File: src/rtl/pipe_stage_reg.sv
// Generic inter-stage pipeline register (D/E, E/M, M/W) with stall, flush, Tnew ageing
// and pre-decoded hazard qualifiers. Define PIPE_STAGE_PERF_EN to add stall/flush counters.
module pipe_stage_reg #(
  parameter int unsigned DATA_W   = 64,
  parameter int unsigned ADDR_W   = 5,
  parameter int unsigned NUM_SRC  = 2,
  parameter int unsigned TNEW_W   = 4,
  parameter int unsigned TNEW_DEC = 1
) (
  input  logic                      clk,
  input  logic                      reset,
  input  logic                      stall,
  input  logic                      flush,
  input  logic                      in_valid,
  input  logic [31:0]               in_pc,
  input  logic [DATA_W-1:0]         in_payload,
  input  logic                      in_reg_write,
  input  logic [ADDR_W-1:0]         in_a3,
  input  logic [NUM_SRC*ADDR_W-1:0] in_src_addr,
  input  logic [NUM_SRC-1:0]        in_src_use,
  input  logic [TNEW_W-1:0]         in_tnew,
  output logic                      out_valid,
  output logic [31:0]               out_pc,
  output logic [DATA_W-1:0]         out_payload,
  output logic                      out_reg_write,
  output logic [ADDR_W-1:0]         out_a3,
  output logic [NUM_SRC*ADDR_W-1:0] out_src_addr,
  output logic [NUM_SRC-1:0]        out_src_use,
  output logic [TNEW_W-1:0]         out_tnew,
  output logic [ADDR_W-1:0]         out_a3_eff,
  output logic                      out_fwd_avail
`ifdef PIPE_STAGE_PERF_EN
  ,
  output logic [31:0]               stall_cnt,
  output logic [31:0]               flush_cnt
`endif
);

  typedef struct packed {
    logic                      valid;
    logic [31:0]               pc;
    logic [DATA_W-1:0]         payload;
    logic                      reg_write;
    logic [ADDR_W-1:0]         a3;
    logic [NUM_SRC*ADDR_W-1:0] src_addr;
    logic [NUM_SRC-1:0]        src_use;
    logic [TNEW_W-1:0]         tnew;
  } stage_t;

  stage_t            stage_q;
  stage_t            load_d;
  logic [TNEW_W-1:0] tnew_aged;

  // Tnew ages by one cycle on the way in and bottoms out at zero instead of wrapping.
  always_comb begin
    // NOTE: every combinational output gets a default first so no path can infer a latch.
    tnew_aged = in_tnew;
    if ((TNEW_DEC != 0) && (in_tnew != '0)) tnew_aged = in_tnew - TNEW_W'(1);
  end

  assign load_d = '{
    valid:     in_valid,
    pc:        in_pc,
    payload:   in_payload,
    reg_write: in_reg_write,
    a3:        in_a3,
    src_addr:  in_src_addr,
    src_use:   in_src_use,
    tnew:      tnew_aged
  };

  // A flush is a bubble: the same all-zero image as reset, and it wins over a stall.
  always_ff @(posedge clk) begin
    // NOTE: sequential state uses non-blocking assignment so all flops update together.
    if (reset || flush) stage_q <= '0;
    else if (!stall)    stage_q <= load_d;
  end

  assign out_valid     = stage_q.valid;
  assign out_pc        = stage_q.pc;
  assign out_payload   = stage_q.payload;
  assign out_reg_write = stage_q.reg_write;
  assign out_a3        = stage_q.a3;
  assign out_src_addr  = stage_q.src_addr;
  assign out_src_use   = stage_q.src_use;
  assign out_tnew      = stage_q.tnew;

  // Qualifiers come only from registered state; invalid slots and r0 never look like producers.
  assign out_a3_eff    = (stage_q.valid && stage_q.reg_write) ? stage_q.a3 : '0;
  assign out_fwd_avail = stage_q.valid && stage_q.reg_write &&
                         (stage_q.a3 != '0) && (stage_q.tnew == '0);

`ifdef PIPE_STAGE_PERF_EN
  always_ff @(posedge clk) begin
    if (reset) begin
      stall_cnt <= '0;
      flush_cnt <= '0;
    end else begin
      if (stall && !flush && (stall_cnt != '1)) stall_cnt <= stall_cnt + 32'd1;
      if (flush && (flush_cnt != '1))           flush_cnt <= flush_cnt + 32'd1;
    end
  end
`endif

endmodule

File: config.mk
export PLATFORM = sky130hd
export DESIGN_NAME = pipe_stage_reg
export DESIGN_NICKNAME = d
export VERILOG_FILES = /design/src/rtl/pipe_stage_reg.sv
export SDC_FILE = /design/constraint.sdc
export NUM_CORES = 1
export LEC_CHECK = 0
export ABC_AREA = 1
export CORE_MARGIN = 3
export CORE_UTILIZATION = 38
export DETAILED_ROUTE_END_ITERATION = 8
export PLACE_DENSITY = 0.8
export SYNTH_ARGS = -nofsm -noshare
export SYNTH_HDL_FRONTEND = slang
export SYNTH_SLANG_ARGS = --single-unit
File: constraint.sdc
create_clock -name clk -period 1.2 [get_ports clk]
set_input_delay 0.24 -clock clk [delete_from_list [all_inputs] [get_ports clk]]
set_output_delay 0.24 -clock clk [all_outputs]
set_load 0.05 [all_outputs]
==> impl_metrics.tcl <==
set metrics [dict create \
    start_util 0.396 \
    multi_input_area_um2 1710 \
    hold_class "in2reg" \
    final_nets 925 \
    hold_violations 0 \
    insertion_delay_ns 0.40 \
    maxSlewHeadroom 0.799 \
    antenna_left 0 \
    grt_setup_unrepaired "true" \
    syn_to_final_growth_pct 107 \
    final_util 0.821 \
    arrival_ns 1.33 \
    grt_overflow_total 0 \
    maxCapViolCount 0 \
    synthArstFlopShare 0 \
    dr_total_vias 4707 \
    ys_ff_latch 119 \
    met3_usage 0.0850 \
    drt-pass1-iter-count 5 \
    p_per_area_nw_per_um2 1220 \
    fin_cells 954 \
    dp_cells 919 \
    syn_inst 548 \
    r2r-start "out_reg_write" \
    yosysTopAreaCell "dfxtp_1" \
    die_w_um 113 \
    fin_ws_ns -0.368 \
    grt_pass1_wl_um 24100 \
    drc 0 \
    port_buffers 247 \
    yosysMostFrequentCell "nand2_1" \
    grt_pass1_vias 4875 \
    cp-startpoint "out_tnew[3]" \
    die_area_um2 12800 \
    tritoncts "built" \
    wl_per_cell_um 16.3 \
    die_y_um 113 \
    synthTopCellsByCount "nand2_1, dfxtp_1, a21oi_1, buf_6, nor2_1" \
    irDropWorstVdd_mv 0.840 \
    clock-sinks 119 \
    finalSetupViolCount 12 \
    grt_use_met2 0.428 \
    numCtsBuffers 17 \
    fillers 612 \
    hpwl_um 11300 \
    ys.flop_type "dfxtp_1" \
    worstHoldStart "stall" \
    tightest_slew_ns 0.302 \
    hold_ws_ns 0.334 \
    period_needed_ns 1.57 \
    drt-initial-drc-count 213 \
    ioPinCount 248 \
    synth.avg_cell_area_um2 7.98 \
    leakage_uw 0.00353 \
    place_congestion 0.841 \
    r2r_slack_ns 0.34 \
    skew_ns 0 \
    critPathMaxFanout 2 \
    grtUsageTotal 0.237 \
    cts_buffer_depth 2 \
    crit_type "reg2out" \
    seq_area_um2 2540 \
    drv_slew 0 \
    vias_per_cell 4.93 \
    syn_area_um2 4370 \
    routed_wl_um 15500 \
    max_freq_mhz 638 \
    diodes 0 \
    fin_crit_sh 1.31 \
    htree_levels 4 \
    antenna_found_initial 0 \
    cp-end-kind "output port" \
    met1_usage 0.231 \
    yosys_warnings 0 \
    synth_edf_count 0 \
    cts-root-buf "clkbuf_16" \
    critPathLaunchType "register" \
    synth_top_area_share 0.545 \
    ys_seq_area_frac 0.545 \
    synth_nets 672 \
    layout-drive-gt1-share 0.373 \
    row_count 38 \
    core_um2 11000 \
    grt_max_degree 71 \
    path_clk_slew_ns 0.05 \
    synth_area_leaders "dfxtp_1, nand2_1, a21oi_1, buf_6, buf_2" \
    status "complete, but fails checks" \
    violations "setup timing" \
    synthDistinctLibCells 17 \
    grt-busiest-layer "met2" \
    cp.required_ns 0.96 \
]
layout by cell type (no fill, tap or decap), drive strengths merged, types with 4 or more instances in the layout:
cell type / count
a211oi: 6
a21oi: 115
inv: 15
nor2: 14
clkinv: 5
clkbuf: 21
nand3: 5
buf: 152
nand2: 231
dfxtp: 119
clkinvlp: 4
clkdlybuf4s50: 121
path summary, 6_finish.rpt:
check	end	cells after the start
hold reg to reg	out_payload[20]	2
hold / removal	out_tnew[3]	4
setup reg to reg	out_reg_write	4
setup / recovery	out_fwd_avail	4
worst max-delay path: stages (launching register included):
cell,delay [ns]
dfxtp_4,0.34
nor2_4,0.10
nand3_2,0.10
a211oi_4,0.21
buf_12,0.18
routing by layer:
| metal | share of wire | routed length (um) |
|---|---|---|
| met1 | 0.34 | 5320 |
| met3 | 0.077 | 1200 |
| met5 | 0 | 0 |
| met2 | 0.54 | 8320 |
| met4 | 0.046 | 708 |
registers in the layout (all words and copies together) (netlist names):
name / flops
out_src_use: 2
out_payload: 64
out_reg_write: 1
out_src_addr: 10
out_valid: 1
out_a3: 5
out_pc: 32
out_tnew: 4
power breakdown:
part           switching [uW]  internal (uW)  total [uW]
clock network            1790           3060        4850
registers                 143           4090        4240
logic                     927           1000        1930
what timing repair did:
item | 4_1_cts | 5_1_grt
hold buffers | 0 | 0
pin swaps | 2 | 1
endpoints found under the hold margin | 0 | 0
resized for setup | 34 | 81
setup endpoints to repair | 31 | 90
buffers inserted | 0 | 4
through the flow:
stage | setup WS (ns) | total power [uW] | area, um^2 | setup TNS [ns]
finish | -0.368 | 11000 | 9060 | -1.98
CTS | -0.394 | 11100 | 8920 | -2.03
global route | -0.432 | 11400 | 9060 | -2.49
detailed placement | -0.424 | 6200 | 8250 | -25.01
floorplan | -0.179 | 5110 | 4450 | -0.418
global placement | -0.259 | 6150 | 8250 | -22.24
kinds of logic (layout without fill, tap and decap cells):
group	count (synthesis)	in the layout	share of synthesized area
AND/OR/NAND/NOR	252	252	0.219
AO/OA/AOI/OAI	122	122	0.144
flip-flops	119	119	0.545
buffers and inverters	53	319	0.0881
adder cells (fa/ha/maj)	1	1	0.00286
XOR/XNOR	1	1	0.00200
cell type report:
type | count | area share
clock buffers | 21 | 0.0530
clock inverters | 11 | 0.0106
inverters | 14 | 0.00594
multi-input cells | 376 | 0.189
flip-flops and latches | 119 | 0.280
well taps | 140 | 0.0193
repair buffers | 273 | 0.443
Note: power is estimated with default switching activity, not from simulation.
